## src/rtl/eth_hdr_classify.sv

```systemverilog
// Ethernet header classifier: decodes the first word of each packet into
// flags and queues one result per packet in a small first-word-fall-through FIFO.
module eth_hdr_classify #(
    parameter int C_S_AXIS_TDATA_WIDTH = 256,
    parameter int C_S_AXIS_TUSER_WIDTH = 128,
    parameter int MAC_WIDTH            = 48,
    parameter int NUM_PORTS            = 4,
    parameter int SRC_PORT_POS         = 16,
    parameter int FIFO_DEPTH_BITS      = 2
) (
    input  logic                              clk,
    input  logic                              reset,
    input  logic [C_S_AXIS_TDATA_WIDTH-1:0]   i_tdata,
    input  logic [C_S_AXIS_TUSER_WIDTH-1:0]   i_tuser,
    input  logic                              i_pkt_word1,
    input  logic [NUM_PORTS*MAC_WIDTH-1:0]    i_macs,
    input  logic                              i_rd_from_magic,
    output logic                              o_eth_out_valid,
    output logic                              o_is_for_us,
    output logic                              o_is_bmcast,
    output logic                              o_is_arp,
    output logic                              o_is_ipv4,
    output logic                              o_is_ipv6,
    output logic                              o_is_vlan,
    output logic                              o_from_cpu,
    output logic                              o_port_err,
    output logic [11:0]                       o_vlan_id,
    output logic                              o_fifo_full,
    output logic [15:0]                       o_overflow_cnt
);

    localparam int SPW   = 2 * NUM_PORTS;
    localparam int PW    = FIFO_DEPTH_BITS;
    localparam int CW    = FIFO_DEPTH_BITS + 1;
    localparam int DEPTH = 1 << FIFO_DEPTH_BITS;
    localparam logic [CW-1:0] DEPTH_C = {1'b1, {PW{1'b0}}};

    typedef struct packed {
        logic        for_us;
        logic        bmcast;
        logic        arp;
        logic        ipv4;
        logic        ipv6;
        logic        vlan;
        logic        from_cpu;
        logic        port_err;
        logic [11:0] vlan_id;
    } result_t;

    logic [SPW-1:0]       sp_s;
    logic [MAC_WIDTH-1:0] dmac_s;
    logic [15:0]          eth_type_s;
    logic [15:0]          eff_type_s;
    logic                 onehot_s;
    logic                 cpu_bit_s;
    logic                 mac_hit_s;
    result_t              cls_s;

    result_t              s1_q, s1_d;
    logic                 wr_req_q, wr_req_d;
    result_t              mem_q [DEPTH];
    result_t              mem_d [DEPTH];
    logic [PW-1:0]        wr_ptr_q, wr_ptr_d;
    logic [PW-1:0]        rd_ptr_q, rd_ptr_d;
    logic [CW-1:0]        count_q, count_d;
    logic [15:0]          ovf_q, ovf_d;
    logic                 full_s;
    logic                 rd_en_s;
    logic                 wr_en_s;
    result_t              head_s;
    logic                 unused_s;

    assign unused_s = ^{i_tdata, i_tuser};

    // Decode the header word into the result flags.
    always_comb begin
        sp_s       = i_tuser[SRC_PORT_POS +: SPW];
        dmac_s     = i_tdata[255 -: MAC_WIDTH];
        eth_type_s = i_tdata[159:144];
        cls_s      = '0;
        cpu_bit_s  = 1'b0;
        mac_hit_s  = 1'b0;
        if (eth_type_s == 16'h8100) begin
            cls_s.vlan    = 1'b1;
            cls_s.vlan_id = i_tdata[139:128];
            eff_type_s    = i_tdata[127:112];
        end else begin
            eff_type_s    = eth_type_s;
        end
        case (eff_type_s)
            16'h0800: cls_s.ipv4 = 1'b1;
            16'h0806: cls_s.arp  = 1'b1;
            16'h86DD: cls_s.ipv6 = 1'b1;
            default:  cls_s.ipv4 = 1'b0;
        endcase
        // Even bits are physical ports, odd bits the matching CPU ports.
        for (int i = 0; i < NUM_PORTS; i++) begin
            cpu_bit_s = cpu_bit_s | sp_s[2*i+1];
            mac_hit_s = mac_hit_s |
                        (sp_s[2*i] && (dmac_s == i_macs[i*MAC_WIDTH +: MAC_WIDTH]));
        end
        onehot_s       = (sp_s != '0) && ((sp_s & (sp_s - SPW'(1))) == '0);
        cls_s.port_err = !onehot_s;
        cls_s.from_cpu = onehot_s && cpu_bit_s;
        cls_s.bmcast   = i_tdata[248];
        cls_s.for_us   = onehot_s && !cpu_bit_s && (cls_s.bmcast || mac_hit_s);
    end

    // Stage 1 capture and the write request for the following edge.
    always_comb begin
        wr_req_d = i_pkt_word1;
        if (i_pkt_word1) begin
            s1_d = cls_s;
        end else begin
            s1_d = s1_q;
        end
    end

    // FIFO pointer, occupancy and overflow bookkeeping.
    always_comb begin
        full_s   = (count_q == DEPTH_C);
        rd_en_s  = i_rd_from_magic && (count_q != '0);
        wr_en_s  = wr_req_q && (!full_s || rd_en_s);
        mem_d    = mem_q;
        wr_ptr_d = wr_ptr_q;
        rd_ptr_d = rd_ptr_q;
        ovf_d    = ovf_q;
        if (wr_en_s) begin
            mem_d[wr_ptr_q] = s1_q;
            wr_ptr_d        = wr_ptr_q + PW'(1);
        end else if (wr_req_q && (ovf_q != 16'hFFFF)) begin
            ovf_d = ovf_q + 16'd1;
        end else begin
            ovf_d = ovf_q;
        end
        if (rd_en_s) begin
            rd_ptr_d = rd_ptr_q + PW'(1);
        end else begin
            rd_ptr_d = rd_ptr_q;
        end
        case ({wr_en_s, rd_en_s})
            2'b10:   count_d = count_q + CW'(1);
            2'b01:   count_d = count_q - CW'(1);
            default: count_d = count_q;
        endcase
    end

    // State registers.
    always_ff @(posedge clk or negedge reset) begin
        if (!reset) begin
            s1_q     <= '0;
            wr_req_q <= 1'b0;
            mem_q    <= '{default: '0};
            wr_ptr_q <= '0;
            rd_ptr_q <= '0;
            count_q  <= '0;
            ovf_q    <= 16'd0;
        end else begin
            s1_q     <= s1_d;
            wr_req_q <= wr_req_d;
            mem_q    <= mem_d;
            wr_ptr_q <= wr_ptr_d;
            rd_ptr_q <= rd_ptr_d;
            count_q  <= count_d;
            ovf_q    <= ovf_d;
        end
    end

    assign head_s          = (count_q != '0) ? mem_q[rd_ptr_q] : '0;
    assign o_eth_out_valid = (count_q != '0);
    assign o_fifo_full     = full_s;
    assign o_overflow_cnt  = ovf_q;
    assign o_is_for_us     = head_s.for_us;
    assign o_is_bmcast     = head_s.bmcast;
    assign o_is_arp        = head_s.arp;
    assign o_is_ipv4       = head_s.ipv4;
    assign o_is_ipv6       = head_s.ipv6;
    assign o_is_vlan       = head_s.vlan;
    assign o_from_cpu      = head_s.from_cpu;
    assign o_port_err      = head_s.port_err;
    assign o_vlan_id       = head_s.vlan_id;

endmodule

```

## config.mk

```make
export PLATFORM = sky130hd
export DESIGN_NAME = eth_hdr_classify
export DESIGN_NICKNAME = d
export VERILOG_FILES = /design/src/rtl/eth_hdr_classify.sv
export SDC_FILE = /design/constraint.sdc
export NUM_CORES = 1
export LEC_CHECK = 0
export ABC_AREA = 1
export BUFFER_PORTS_ARGS = -buffer_cell sky130_fd_sc_hd__clkbuf_2
export CAP_MARGIN = 15
export CORE_AREA = 2 2 237 239
export DETAILED_ROUTE_END_ITERATION = 7
export DIE_AREA = 0 0 239 241
export GPL_TIMING_DRIVEN = 0
export PLACE_DENSITY = 0.51
export SYNTH_ARGS = -nofsm -noshare
export SYNTH_HDL_FRONTEND = slang
export SYNTH_SLANG_ARGS = --single-unit
```

## constraint.sdc

```tcl
create_clock -name clk -period 2.46 [get_ports clk]
set_clock_uncertainty 0.05 [all_clocks]
set_input_delay 0.123 -clock clk [delete_from_list [all_inputs] [get_ports clk]]
set_output_delay 0.123 -clock clk [all_outputs]
set_load 0.02 [all_outputs]
```

Word level (Yosys, flattened, before mapping)

Index checks and enable logic that the tools add are counted.

Add/subtract/negate cells: 6
Order comparisons: 3
Eq/ne operators: 12
Multiplexer cells: 14
Bitwise logic cells: 10
Reduce and logical (&&, ||, !) cells: 22

Operators with widths:

| cell                                                                | count |
|---|---|
| 48-bit == test                                                      | 4 |
| 80-bit bitwise mux                                                  | 1 |
| 20-bit 2-to-1 mux                                                   | 4 |
| 20-bit binary-select mux with 2-bit select                          | 1 |
| 20-bit demux with 2-bit select                                      | 1 |
| 16-bit by 12-bit == test with 1-bit output (second input constant)  | 2 |
| 16-bit == test (second input constant)                              | 2 |
| 16-bit by 1-bit adder with 16-bit output (second input constant)    | 1 |
| 16-bit 2-to-1 mux                                                   | 1 |
| 16-bit != test (second input constant)                              | 1 |
| 1-bit logical AND                                                   | 12 |
| 12-bit 2-to-1 mux                                                   | 1 |
| 8-bit bitwise AND                                                   | 1 |
| 8-bit logical NOT                                                   | 1 |
| 8-bit nonzero test                                                  | 1 |
| 8-bit by 1-bit subtractor with 8-bit output (second input constant) | 1 |
| 3-bit greater-or-equal comparator (second input constant)           | 2 |
| 2-bit inverter with 3-bit output                                    | 2 |
| 1-bit bitwise OR                                                    | 6 |
| 3-bit case mux with 2 select lines                                  | 1 |
| 2-bit by 1-bit adder with 2-bit output (second input constant)      | 2 |
| 1-bit 2-to-1 mux                                                    | 4 |
| 3-bit by 1-bit adder with 3-bit output (second input constant)      | 1 |
| 3-bit == test (second input constant)                               | 1 |
| other kinds (10)                                                    | 13 |

Register bits after elaboration: 124
Input bits: 580
Logic and storage cells: 117

Depth between registers and ports, before layout

Gate-level depths: netlist of run 1.

Depth in word-level cells: 7
Depth in mapped cells: 12

Worst setup path before layout of run 1

No wires, ideal clock.

Kind: reg-to-reg
Start: reg count_q[0]
End: reg count_q[2]
Arrival: 1.606 ns
Path slack: 0.682 ns
Stages on the path, launching flop included: 9
Path buffers: 0
Cells stage by stage: dfrtp_1 -> nor3_2 -> nor2_2 -> clkinv_1 -> nor2_1 -> inv_1 -> fa_1 -> mux2_2 -> xor2_1

Cells in the longest elaborated chain, start to end: 6

Ends and longest elaborated chain:

| item                                                                      | line     | text |
|---|---|---|
| start: declaration                                                        | 65       | `logic [CW-1:0] count_q, count_d;` |
| start signal: assignment                                                  | 164      | `count_q <= count_d;` |
| 3-bit == test or 3-bit nonzero test (tied branches)                       | 121, 122 |  |
| 1-bit logical NOT or 1-bit logical AND (tied branches)                    | 123, 122 |  |
| 1-bit logical OR                                                          | 123      | `wr_en_s = wr_req_q && (!full_s \|\| rd_en_s);` |
| 1-bit logical AND                                                         | 123      |  |
| 2-bit by 1-bit == test with 1-bit output or 2-bit == test (tied branches) | 141      | `case ({wr_en_s, rd_en_s})` |
| 3-bit case mux with 2 select lines or 2-bit nonzero test (tied branches)  | n/a      |  |

Several ways; a longest one is shown, not always the timed one.
A chain may end at the register's enable or synchronous reset.

Worst setup path after layout of run 1

Start: reg rd_ptr_q[0]
End: out o_port_err

Cells in the longest elaborated chain, start to end: 5

Ends and longest elaborated chain:

| item                                                   | line | text |
|---|---|---|
| start: declaration                                     | 64   | `logic [PW-1:0] rd_ptr_q, rd_ptr_d;` |
| start signal: assignment                               | 163  | `rd_ptr_q <= rd_ptr_d;` |
| 2-bit inverter with 3-bit output (implied by the code) | 169  | `assign head_s = (count_q != '0) ? mem_q[rd_ptr_q] : '0;` |
| 20-bit binary-select mux with 2-bit select             | 169  |  |
| 20-bit 2-to-1 mux (implied by the code) (2 in a row)   | 169  |  |
| 20-bit 2-to-1 mux                                      | 169  |  |
| end: declaration                                       | 26   | `output logic o_port_err,` |

Every way passes these cells. The select of a mux whose other input is x is not followed.

==> results of run 1 <==
[cells by family after synthesis]
group,Yosys count,synth area share [%]
AO/OA/AOI/OAI,240,13.5
XOR/XNOR,57,5.46
adder cells (fa/ha/maj),6,0.903
buffers and inverters,246,10.4
flip-flops,124,33.9
multiplexers,1,0.123
AND/OR/NAND/NOR,822,35.7
[cell usage after synthesis (2+ instances only)]
cell,number
sky130_fd_sc_hd__xnor2_1,32
sky130_fd_sc_hd__o21ai_2,4
sky130_fd_sc_hd__nand3_1,42
sky130_fd_sc_hd__nand2_1,523
sky130_fd_sc_hd__a21oi_1,28
sky130_fd_sc_hd__o21ai_1,3
sky130_fd_sc_hd__o22ai_1,8
sky130_fd_sc_hd__buf_2,17
sky130_fd_sc_hd__nor3_2,2
sky130_fd_sc_hd__dfrtp_1,124
sky130_fd_sc_hd__xor2_1,25
sky130_fd_sc_hd__nor2_4,3
sky130_fd_sc_hd__inv_2,7
sky130_fd_sc_hd__inv_1,201
sky130_fd_sc_hd__nor3_1,9
sky130_fd_sc_hd__o21ai_0,193
sky130_fd_sc_hd__ha_1,5
sky130_fd_sc_hd__nand4_1,13
sky130_fd_sc_hd__nor2_1,221
sky130_fd_sc_hd__nand4_2,2
sky130_fd_sc_hd__clkbuf_1,19
[area by class of cell]
type	count	area, um2
clock inverter	10	141
multi-input combinational	1126	5090
fill	6368	42400
tap	704	881
clock buffer	21	460
antenna	2	5.00
timing repair buffer	345	1820
inverter	209	785
buffer	36	174
sequential	124	3100
[power by group through the flow]
stage	registers (mW)	clock network (mW)	logic [mW]
after floorplan	2.46	0	2.03
after global placement	2.46	0	3.60
after detailed placement	2.46	0	3.59
after CTS	2.43	2.60	3.63
after global routing	2.48	2.69	3.98
final	2.45	2.56	3.54
[per-stage QoR]
step	hold WS, ns	instances	TNS (ns)
floorplan	-0.223	1496	0
finish	0.0345	2577	0
CTS	0.0309	2576	-0.0163
detailed placement	0.0957	2533	0
global placement	0.304	2532	-107.43
global route	0.0504	2577	0
[sequential cells by signal, indices dropped and copies added (netlist names)]
| signal | count |
|---|---|
| mem_q | 80 |
| s1_q | 20 |
| o_overflow_cnt | 16 |
| count_q | 3 |
| rd_ptr_q | 2 |
| wr_ptr_q | 2 |
| wr_req_q | 1 |
[worst max-delay path, cell delays in order, from the launching register on]
cell and delay (ns):
sky130_fd_sc_hd__dfrtp_1 0.50, sky130_fd_sc_hd__clkbuf_4 0.30, sky130_fd_sc_hd__nor2_1 0.07, sky130_fd_sc_hd__nor2_1 0.08
sky130_fd_sc_hd__o21ai_0 0.11, sky130_fd_sc_hd__a21oi_1 0.34, sky130_fd_sc_hd__clkbuf_2 0.24
[path summary, 6_finish.rpt]
check,to,depth (start not counted),from,slack [ns]
max,o_port_err,6,rd_ptr_q[0],0.23
min,s1_q[17],5,i_tdata[114],0.03
max reg2reg,count_q[2],8,count_q[0],0.55
min reg2reg,mem_q[54],2,mem_q[54],0.43
max in group asynchronous,mem_q[48],3,reset,1.45
min in group asynchronous,o_overflow_cnt[10],2,reset,0.20
[layer usage]
layer | routed length, um | part of all wire, % | global-route usage, %
met5 | 0 | 0 | 0
met3 | 2600 | 5.7 | 2.80
met2 | 23200 | 51 | 29.0
met1 | 17600 | 39 | 17.2
met4 | 1900 | 4.2 | 6.74
[what timing repair did]
| item | in CTS | in global routing |
|---|---|---|
| hold buffers | 12 | 0 |
| gates resized for setup | 6 | 8 |
| gates cloned | 0 | 0 |
| setup endpoints to repair | 12 | 16 |
| endpoints found under the hold margin | 71 | 0 |
==> metrics list, run 1 <==
- In this run, the clock network consumes between 20 and 30% of the power.
- Once the clock tree was built, the setup fixing pass inserted 0 buffers.
- The initialized floorplan defines 86 standard-cell rows.
- The number of nets in the synthesized netlist is 2082.
* FF+latch count, synth: approximately 120
- Period utilisation layout: about nine tenths
* Post-synth EDFFs: 0
- In this run the deepest clock path goes through 2 buffers.
- Compared with the post-synthesis result, the final layout area differs by 36.3%.
- A synthesized cell averages 6.11 um2.
* Kind of start point of the critical path: flop
- The finished cells cover between 0.01 and 0.015 mm2.
- RSZ-0062 raised after global routing: false
* Power Density: ~690 mW/mm2
- Clock-pin slew was measured on the worst setup and hold paths at roughly 0.060 ns.
- Total iterations of the first detailed-routing run: 6
- For the worst setup path, the data arrival time is approximately 2 ns.
- Global-route wire length before repair: 65.2 mm
* Predominant post-synthesis flop cell: sky130_fd_sc_hd__dfrtp_1
- Post-synthesis instance area: slightly above 0.009 mm2
- Summed over all layers, the global routing overflow is 0.
- Count of buffers inserted at the top-level ports: approximately 330
* Number of standard cells after synthesis: between 1k and 1.5k
- For this run, the share of the core covered by cells in the final layout is 22.7%.
- By area the synthesized netlist is led by sky130_fd_sc_hd__dfrtp_1 34%, sky130_fd_sc_hd__nand2_1 21%, sky130_fd_sc_hd__o21ai_0 11%.
* Routed wire per std cell: between 15 and 20 um
- Worst setup margin: between 0.2 and 0.25 ns
* Die span in x: 239 um
- The hold violation count in the final report was 0.
- Area of placed instances: 0.0117 mm2
* Leakage dissipation: between 6 and 7 nW
- Of the cells placed in the final design, the portion with a size suffix greater than 1 is 22.0%.
- Unique masters post-synth: 36
* Final net count: roughly 2.4k
* Global placer's final weighted congestion: between 0.9 and 1
- Core area: about 0.055 mm2
- The Yosys step of the flow raised 0 warnings.
- TritonCTS built the clock tree.
* Synth top area share: approximately a third
* Maximum vdd ir drop: about 590 uV
- Max-cap violations: 0
- Sequential cells were found to cover between 30% and 40% of the synthesized design area.
* Clock Latency Late Sink: 0.41 ns
- Remaining design rule violation count: 0
* Overall global routing resource usage: ~16%
* Initial standard-cell utilization of the core: 16.7%
- Final HPWL DP: around 39 mm
- The min-delay analysis places its worst path in the category in -> reg.
* Final setup violation count: 0
* Root buf cell: sky130_fd_sc_hd__clkbuf_16
* Critical path class: reg -> out
- Detailed-route wire length: ~45 mm
- Vias per std cell: 4.05
- Result of the run: finished, final reports clean
* Achievable Freq: about 0.45 GHz
- Clock tree synthesis found a total of roughly 120 sinks.
* Die Area: about 0.058 mm2
- The worst path needs between 2 and 2.5 ns of the cycle, external delays included.
- Total internal power: slightly above 5 mW
- After the first detailed-routing iteration, the DRC count stood at between 500 and 600.
* Final count of pins violating max slew: 0
- Data on the critical path is required at its endpoint by roughly 2.3 ns.
- Vias in the first global route: around 10k
- For the pin with the worst max-slew slack, the measured transition is roughly 0.75 ns.
- Die H: roughly 240 um
- In this run the tightest slew margin relative to its limit is between 40% and 50%.
- The count of nets left with antenna violations once routing finished came out at 0.
- Clock tree synthesis inserted a total of 17 buffers.
- Along the worst path, the maximum fanout reaches 10.
- Vias after detailed routing: approximately 10k
- In the synthesized netlist the async set-or-reset flop fraction comes to 100%.
* Power consumption: 8.55 mW
* Most frequent cells in the layout: 523 x sky130_fd_sc_hd__nand2_1, 339 x sky130_fd_sc_hd__clkbuf_2, 221 x sky130_fd_sc_hd__nor2_1, 201 x sky130_fd_sc_hd__inv_1, 193 x sky130_fd_sc_hd__o21ai_0
* Antenna violations before repair: 5
* Power dissipated by switching net loads: 3.49 mW
- Area leader, netlist: sky130_fd_sc_hd__dfrtp_1
* Setup slack after placement: ~0.21 ns
* Register share of total power: about 29%
* Most common cell after layout, fill and taps aside: sky130_fd_sc_hd__nand2_1
* H-tree depth reported by CTS: 4
* Pin count of the biggest net entering global routing: between 60 and 70
- Part of the power in combinational logic: 41.4%
* Number of top-level design ports: 618
- Switching power share of the total: between 40% and 50%
- Kind of capture point of the worst setup path: primary output
(Power assumes the default switching activity.)
==> run 2, diff against run 1 <==
==> constraint.sdc (replaced) <==
create_clock -name clk -period 2.46 [get_ports clk]
set_clock_uncertainty 0.05 [all_clocks]
set_input_delay 0.246 -clock clk [delete_from_list [all_inputs] [get_ports clk]]
set_output_delay 0.246 -clock clk [all_outputs]
set_load 0.02 [all_outputs]
==> run 2 against run 1 <==
Core utilization fell by 0.17 points. Maximum frequency fell by 3.8%. Final area fell by 0.76%. Hold slack got worse by 0.0063 ns. Die area did not move. Wire length fell by 0.35%. Register-to-register slack barely moved. Critical endpoint is now o_vlan_id[6]. Largest cell class unchanged. Largest power group unchanged.
==> metrics list, run 2 (synthesis gave the netlist of run 1 again) <==
- Kind of capture point of the worst setup path: primary output (unchanged)
- Util after Layout: 22.5% (was 22.7%)
- Most frequent cells in the layout: 523 x sky130_fd_sc_hd__nand2_1, 340 x sky130_fd_sc_hd__clkbuf_2, 221 x sky130_fd_sc_hd__nor2_1, 201 x sky130_fd_sc_hd__inv_1, 193 x sky130_fd_sc_hd__o21ai_0 (was 523 x sky130_fd_sc_hd__nand2_1, 339 x sky130_fd_sc_hd__clkbuf_2, 221 x sky130_fd_sc_hd__nor2_1, 201 x sky130_fd_sc_hd__inv_1, 193 x sky130_fd_sc_hd__o21ai_0).
- The shortest clock period the worst path allows after layout is 2.32 ns (was 2.23 ns).
* Die span in x: 239 um (unchanged)
- Max-cap violations: 0 (unchanged)
* Global placer's final weighted congestion: 0.947 (unchanged)
- Count of buffers inserted at the top-level ports: 332 (unchanged)
* Vias in the first global route: 10.4k (about the same)
- The library cell contributing the largest single delay on the critical path is sky130_fd_sc_hd__dfrtp_1 (unchanged).
- Remaining design rule violation count: 0 (unchanged)
- The type of the tightest min-delay check was in -> reg (unchanged).
- The number of cells in the design after placement came to 2533 (unchanged).
* Routed wire per std cell: 17.6 um (about the same)
- CTS sink count: 124 (unchanged)
- Count of standard-cell rows: 86 (unchanged)
- The global-route wire length before repair came to 65.0 mm (was 65.2 mm).
* Layout cell share with drive strength beyond 1: 22.2% (was 22.0%)
- The hold violation count in the final report is 0 (unchanged).
- The critical path's largest stage delay is 0.50 ns (about the same).
- Period utilisation layout: 94.4% (was 90.8%)
- The starting utilization of the core area came to 16.7% (unchanged).
* Required time of the worst setup path: 2.16 ns (was 2.29 ns)
- The category of the worst setup path launch point is a flop (unchanged).
* Achievable Freq: 0.430 GHz (was 0.448 GHz)
* Clk slew on worst S/H paths: 0.05 ns (was 0.06 ns)
* TritonCTS clock tree: done (unchanged)
- Number of flip-flops under the largest register name: 80 (unchanged)
- Result of the run: finished, final reports clean (unchanged).
* Worst hold-check slack: 0.0282 ns (was 0.0345 ns)
* Core area: 0.0549 mm2 (unchanged)
- The most common library cell in the layout ignoring fill and taps is sky130_fd_sc_hd__nand2_1 (unchanged).
* Final net count: 2435 (was 2445)
* Vias after detailed routing: 10.4k (about the same)
* Number of top-level design ports: 618 (unchanged)
- The number of filler instances in the final layout was 6378 (was 6368).
* Sum of overflow across all layers after global routing: 0 (unchanged)
- Transition time at the pin with the least slew margin: 0.742 ns (was 0.746 ns)
- Cell-by-cell listing of the critical path: clkbuf_2 -> nor2_1 -> nor2_1 -> o21ai_0 -> a21oi_1 -> clkbuf_2 (was clkbuf_4 -> nor2_1 -> nor2_1 -> o21ai_0 -> a21oi_1 -> clkbuf_2).
* Power Density: 691 mW/mm2 (was 686 mW/mm2)
- The area enclosed by the die boundary came to 0.0576 mm2 (unchanged).
* Vias per std cell: 4.06 (was 4.05)
* Root buf cell: sky130_fd_sc_hd__clkbuf_16 (unchanged)
- Maximum vdd ir drop: 584 uV (was 585 uV)
- Largest fanout on the critical path: 10 (unchanged)
* Die H: 241 um (unchanged)
- The clock insertion delay at the later pin of the skew report is 0.41 ns (about the same).
- Register name with the most flops: mem_q (unchanged)
* Count of buffering cells on the critical path with inverters included: 2 (unchanged)
- The relative max-transition margin was 50.2% (was 49.9%).
- The aggregate routed wire length is 45.2 mm (was 45.3 mm).
- Final count of pins violating max slew: 0 (unchanged)
- The post-DP HPWL is 39.5 mm (unchanged).
* Final Instance Count excl. Fillers: 2567 (was 2577)
- Power consumption: 8.55 mW (about the same)
* Leakage dissipation: 6.68 nW (was 6.72 nW)
- Critical path class: reg -> out (unchanged)
- The initial detailed-routing violation count is 496 (was 556).
* Overall global routing resource usage: 15.5% (about the same)
* Data arrival time at the worst-slack endpoint: 2.03 ns (was 2.06 ns)
- The maximum number of pins on one net before global-route repair was 65 (unchanged).
* RSZ-0062 raised after global routing: false (unchanged)
- Num CTS Buffers: 17 (unchanged)
- Family of cells with the greatest summed delay on the critical path: buffers and inverters (unchanged)
- The layout overhead on the synthesized area is 35.2% (was 36.3%).
* H-tree depth reported by CTS: 4 (unchanged)
- The remaining antenna violation count after routing is 0 (unchanged).
- Final setup violation count: 0 (unchanged)
- The number of antenna violations at the first check in global routing was 5 (unchanged).
* Total iterations of the first detailed-routing run: 5 (was 6)
* Buffer levels on the longest clock path: 2 (unchanged)
==> run 2: changes by cell type in the layout (fill, tap and decap cells not counted) <==
cell | previous run | this run
sky130_fd_sc_hd__a21oi_2 | 0 | 1
sky130_fd_sc_hd__dlygate4sd3_1 | 12 | 2
sky130_fd_sc_hd__clkbuf_2 | 339 | 340
sky130_fd_sc_hd__a21oi_1 | 28 | 27
sky130_fd_sc_hd__clkbuf_1 | 11 | 10
==> run 2: worst paths after layout <==
check,start,to,slack [ns],depth (start not counted)
max,rd_ptr_q[0],o_vlan_id[6],0.14,6
min,i_tdata[131],s1_q[3],0.03,3
max reg2reg,count_q[0],count_q[2],0.55,8
min reg2reg,mem_q[54],mem_q[54],0.43,2
max in group asynchronous,reset,mem_q[48],1.34,3
min in group asynchronous,reset,o_overflow_cnt[10],0.32,2
==> run 2: repair_timing <==
action,CTS,global route
resized for setup,10,4
hold buffers,2,0
setup endpoints to repair,20,7
hold endpoints to repair,61,0
buffers inserted,0,0
==> run 2: tightest hold or removal path: cells and delay by family <==
family / cells / cell delay (ns)
buffers and inverters: 1 / 0.08
AOI/OAI and AO/OA: 1 / 0.07
and+or+nand+nor: 1 / 0.06
==> run 2: through the flow <==
stage	instance area, um2	worst slack (ns)	setup TNS (ns)
3_3_place_gp	11700	-0.998	-122.68
6_report	12400	0.137	0
2_1_floorplan	9140	0.682	0
5_1_grt	12400	0.00332	0
4_1_cts	12400	0.0359	0
3_5_place_dp	11700	0.0873	0
==> run 2: power breakdown <==
group | switching, mW | internal [mW]
Clock | 0.919 | 1.64
Sequential | 0.174 | 2.28
Combinational | 2.40 | 1.14
Total | 3.49 | 5.06
==> run 2: layer usage <==
metal / track usage, % / part of all wire [%]
met1: 17.1 / 39
met2: 29.1 / 51
met3: 2.80 / 5.7
met4: 6.52 / 4.0
met5: 0 / 0
==> run 2: area by class of cell <==
| cell class | instances | area, um2 | share of cell area [%] |
|---|---|---|---|
| Buffer | 36 | 175 | 1.42 |
| Inverter | 209 | 785 | 6.35 |
| Tap cell | 704 | 881 | 7.12 |
| Sequential cell | 124 | 3100 | 25.1 |
| Clock buffer | 21 | 460 | 3.72 |
| Multi-Input combinational cell | 1126 | 5090 | 41.2 |
| Antenna cell | 2 | 5.00 | 0.0405 |
| Clock inverter | 10 | 141 | 1.14 |
| Timing Repair Buffer | 335 | 1720 | 13.9 |
==> run 3, diff against run 2 <==
==> config.mk (replaced) <==
export PLATFORM = sky130hd
export DESIGN_NAME = eth_hdr_classify
export DESIGN_NICKNAME = d
export VERILOG_FILES = /design/src/rtl/eth_hdr_classify.sv
export SDC_FILE = /design/constraint.sdc
export NUM_CORES = 1
export LEC_CHECK = 0
export BUFFER_PORTS_ARGS = -buffer_cell sky130_fd_sc_hd__clkbuf_2
export CAP_MARGIN = 15
export CORE_AREA = 2 2 241 243
export CTS_CLUSTER_DIAMETER = 40
export DETAILED_ROUTE_END_ITERATION = 7
export DIE_AREA = 0 0 243 245
export GPL_TIMING_DRIVEN = 0
export PLACE_DENSITY = 0.48
export SYNTH_ARGS = -nofsm -noshare
export SYNTH_HDL_FRONTEND = slang
export SYNTH_SLANG_ARGS = --single-unit
==> run 3 against run 2 <==
Total power down 17%. Critical path depth up 2. First-iteration DRC count fell by 29%. Count of clock-buffer cells in the layout down 2. Cell count down 24%.
==> metrics list, run 3 <==
- Vias after detailed routing: 7733 (was 10.4k)
- Overall global routing resource usage: 12.1% (was 15.5%)
- Antenna violations before repair: 3 (was 5)
* Required time of the worst setup path: 2.70 ns (was 2.16 ns)
* Switching power share of the total: 35.3% (was 40.9%)
- The library cell contributing the largest single delay on the critical path is sky130_fd_sc_hd__dfrtp_1 (unchanged).
* Routed wire per std cell: 18.7 um (was 17.6 um)
* Power consumption: 7.11 mW (was 8.55 mW)
* Final non-filler cell area: 0.0112 mm2 (was 0.0124 mm2)
* Core area: 0.0570 mm2 (was 0.0549 mm2)
- Die Area: 0.0595 mm2 (was 0.0576 mm2)
* Register cell area after layout: 0.00310 mm2 (unchanged)
- Part of the power in combinational logic: 33.9% (was 41.4%)
- The post-synthesis async set-or-reset flop share came to 100% (unchanged).
- The type of the tightest min-delay check is in -> reg (unchanged).
- The number of synthesized flops with an enable pin is 0 (unchanged).
- Final setup violation count: 0 (unchanged)
- The placer congestion estimate was 0.916 (was 0.947).
- Destination of the worst register-to-register timing path: mem_q[61] (was count_q[2])
* Leakage dissipation: 4.97 nW (was 6.68 nW)
- The clock transition at the registers of the reported paths is 0.06 ns (was 0.05 ns).
- The count of buffers inserted at the top-level ports is 325 (was 332).
- The via count of the first global-routing pass came to 8238 (was 10.4k).
- Kind of start point of the critical path: flop (unchanged)
- FF+latch count, synth: 124 (unchanged)
- Final number of hold-violating endpoints: 0 (unchanged)
- Ranking of synthesized cells by instance count: 124 x sky130_fd_sc_hd__dfrtp_1, 102 x sky130_fd_sc_hd__xnor2_1, 88 x sky130_fd_sc_hd__xor2_1 (was 523 x sky130_fd_sc_hd__nand2_1, 221 x sky130_fd_sc_hd__nor2_1, 201 x sky130_fd_sc_hd__inv_1)
- The clock insertion delay at the later pin of the skew report was 0.42 ns (was 0.41 ns).
* Syn nets: 1405 (was 2082)
- H-tree depth reported by CTS: 4 (unchanged)
- Initial standard-cell utilization of the core: 14.0% (was 16.7%)
- Multi-input gate area: 0.00455 mm2 (was 0.00509 mm2)
- Post-synthesis instance area: 0.00798 mm2 (was 0.00914 mm2)
- The shortest clock period the worst path allows after layout came to 2.38 ns (was 2.32 ns).
* Final net count: 1756 (was 2435)
- The remaining antenna violation count after routing is 0 (unchanged).
- Number of flip-flops under the largest register name: 80 (unchanged)
- The row count is 88 (was 86).
- Iter 0 DRT Violations: 351 (was 496)
- The most frequently used flop master after synthesis is sky130_fd_sc_hd__dfrtp_1 (unchanged).
* Num CTS Buffers: 17 (unchanged)
* Filler Cell Count: 6458 (was 6378)
- Die span in x: 243 um (was 239 um)
- The most area-hungry cell type in the Yosys netlist is sky130_fd_sc_hd__dfrtp_1 (unchanged).
- The cell with the most instances after synthesis is sky130_fd_sc_hd__dfrtp_1 (was sky130_fd_sc_hd__nand2_1).
- Growth of design area from synthesis to finish: 40.8% (was 35.2%)
* Launch point of the worst hold path: i_tdata[131] (unchanged)
- The maximum number of pins on one net before global-route repair was 79 (was 65).
- Layout cell share with drive strength beyond 1: 36.2% (was 22.2%)
- Top cells by area, synth: sky130_fd_sc_hd__dfrtp_1 39%, sky130_fd_sc_hd__xnor2_1 11%, sky130_fd_sc_hd__xor2_1 9.7% (was sky130_fd_sc_hd__dfrtp_1 34%, sky130_fd_sc_hd__nand2_1 21%, sky130_fd_sc_hd__o21ai_0 11%).
- Most common cell after layout, fill and taps aside: sky130_fd_sc_hd__clkbuf_2 (was sky130_fd_sc_hd__nand2_1)
* Number of top-level design ports: 618 (unchanged)
- Unique masters post-synth: 55 (was 36)
- The register bank with the most flops was mem_q (unchanged).
- The setup TNS is 0 ns (unchanged).
- Worst Hold Path Cells: 3 (unchanged)
- The first-pass iteration count of the detailed router came to 5 (unchanged).
- Root buf cell: sky130_fd_sc_hd__clkbuf_16 (unchanged)
* RSZ-0062 raised after global routing: true (was false)
* Maximum vdd ir drop: 490 uV (was 584 uV)
- Cell-by-cell listing of the critical path: nor3b_1 -> nor2b_1 -> nor2b_1 -> clkbuf_1 -> nand2_1 -> clkbuf_2 -> nand2_1 -> o21ai_0 (was clkbuf_2 -> nor2_1 -> nor2_1 -> o21ai_0 -> a21oi_1 -> clkbuf_2).
* Die H: 245 um (was 241 um)
* Largest fanout on the critical path: 10 (unchanged)
* Hold path endpoint: s1_q[3] (unchanged)
- Setup slack after placement: -0.313 ns (was 0.0873 ns)
- Critical path class: reg -> reg (was reg -> out)
- Data arrival time at the worst-slack endpoint: 2.62 ns (was 2.03 ns)
- Achievable Freq: 0.420 GHz (was 0.430 GHz)
- The minimum setup slack in the final design came to 0.0774 ns (was 0.137 ns).
- Worst reg-to-reg setup slack: 0.08 ns (was 0.55 ns)
- Register share of total power: 34.3% (was 28.7%)
- The clock sink total came to 124 (unchanged).
- Final count of pins violating max slew: 0 (unchanged)
- The slew at the pin closest to its max-slew limit is 0.880 ns (was 0.742 ns).
* Mean post-synth cell area: 9.74 um2 (was 6.11 um2)
* Postcts setup bufs: 0 (unchanged)
- The post-route worst hold slack came to 0.0240 ns (was 0.0282 ns).
- The ratio of routed vias to standard cells came to 3.96 (was 4.06).
* Power dissipated by switching net loads: 2.51 mW (was 3.49 mW)
- The cell count of the worst reg-to-reg path was 8 (unchanged).
* Number of standard cells after synthesis: 819 (was 1496)
- Sum of overflow across all layers after global routing: 0 (unchanged)
- Synth top area share: 38.9% (was 33.9%)
- Kind of capture point of the worst setup path: flop (was primary output)
- The number of maximum-capacitance constraint violations is 0 (unchanged).
- Share of power burned in the clock network: 31.9% (was 30.0%)
- TritonCTS clock tree: done (unchanged)
- Most frequent cells in the layout: 339 x sky130_fd_sc_hd__clkbuf_2, 124 x sky130_fd_sc_hd__dfrtp_1, 102 x sky130_fd_sc_hd__xnor2_1, 88 x sky130_fd_sc_hd__xor2_1, 83 x sky130_fd_sc_hd__o21ai_0 (was 523 x sky130_fd_sc_hd__nand2_1, 340 x sky130_fd_sc_hd__clkbuf_2, 221 x sky130_fd_sc_hd__nor2_1, 201 x sky130_fd_sc_hd__inv_1, 193 x sky130_fd_sc_hd__o21ai_0).
- The post-DP HPWL came to 31.0 mm (was 39.5 mm).
* Period utilisation layout: 96.9% (was 94.4%)
* Remaining design rule violation count: 0 (unchanged)
* Area of placed instances: 0.0106 mm2 (was 0.0117 mm2)
* Buffer levels on the longest clock path: 2 (unchanged)
- The Yosys warning count came to 0 (unchanged).
- The relative max-transition margin is 40.8% (was 50.2%).
* Global-route wire length before repair: 52.8 mm (was 65.0 mm)
- The power density over cell area was 634 mW/mm2 (was 691 mW/mm2).
* Max incr delay on CP: 0.45 ns (was 0.50 ns)
* Result of the run: finished, final reports clean (unchanged)
- Source of the worst register-to-register timing path: count_q[2] (was count_q[0])
- The aggregate routed wire length came to 36.4 mm (was 45.2 mm).
* Total internal power: 4.60 mW (was 5.06 mW)
- Register area share after synthesis: 38.9% (was 33.9%)
-- run 3: worst max-delay path: cells and delay by family, from the launching register on --
| kind | cells | cell delay, ns |
|---|---|---|
| compound gates | 1 | 0.09 |
| buf+inv | 2 | 0.65 |
| simple gates | 5 | 1.01 |
| flops | 1 | 0.45 |
-- run 3: final cells by class --
class | count | area share [%]
diodes | 4 | 0.0892
plain buffers | 35 | 1.62
clock buffers | 19 | 3.86
clock inverters | 13 | 0.903
inverters | 47 | 1.57
multi-input cells | 613 | 40.5
flip-flops and latches | 124 | 27.6
well taps | 765 | 8.53
repair buffers | 332 | 15.3
-- run 3: what timing repair did --
item | CTS | global route
pin swaps | 0 | 0
hold endpoints to repair | 50 | 0
resized for setup | 26 | 0
setup endpoints to repair | 67 | 64
gates cloned | 0 | 0
hold buffers | 5 | 0
-- run 3: logic make-up after synthesis --
group           Yosys count  share of synthesized area (%)
mux                      43                           8.90
flops                   124                           38.9
fa+ha+maj                 7                           1.16
compound gates          131                           9.92
simple gates            242                           16.1
buf+inv                  82                           4.11
xor+xnor                190                           20.9
-- run 3: layer usage --
metal	track usage, %	part of all wire (%)	up-vias
li1	-	-	3580
met1	13.9	40	3753
met2	20.8	49	345
met3	2.84	6.4	55
met4	6.42	4.9	0
met5	0	0	-
-- run 3: power groups by stage --
| stage | combinational (mW) | sequential (mW) | clock [mW] |
|---|---|---|---|
| global placement | 2.37 | 2.46 | 0 |
| floorplan | 1.34 | 2.44 | 0 |
| CTS | 2.46 | 2.44 | 2.34 |
| detailed placement | 2.40 | 2.47 | 0 |
| finish | 2.41 | 2.44 | 2.27 |
| global route | 2.65 | 2.47 | 2.43 |
-- run 3: stage by stage --
step           std cells  utilization [%]
2_1_floorplan        819                -
4_1_cts             1948             19.7
5_1_grt             1949             19.7
3_3_place_gp        1909             18.5
6_report            1952             19.7
3_5_place_dp        1911             18.6
-- run 3: worst max path at each step --
| stage | from | slack [ns] | cells after the start | to |
|---|---|---|---|---|
| after CTS | rd_ptr_q[0] | 0.04 | 4 | o_vlan_id[3] |
| after global routing | count_q[2] | -0.11 | 8 | mem_q[73] |
| final | count_q[2] | 0.08 | 8 | mem_q[61] |
| after floorplan | count_q[2] | 0.22 | 8 | mem_q[0] |
| after global placement | reset | -0.88 | 1 | s1_q[19] |
| after detailed placement | i_tdata[249] | -0.31 | 7 | s1_q[19] |
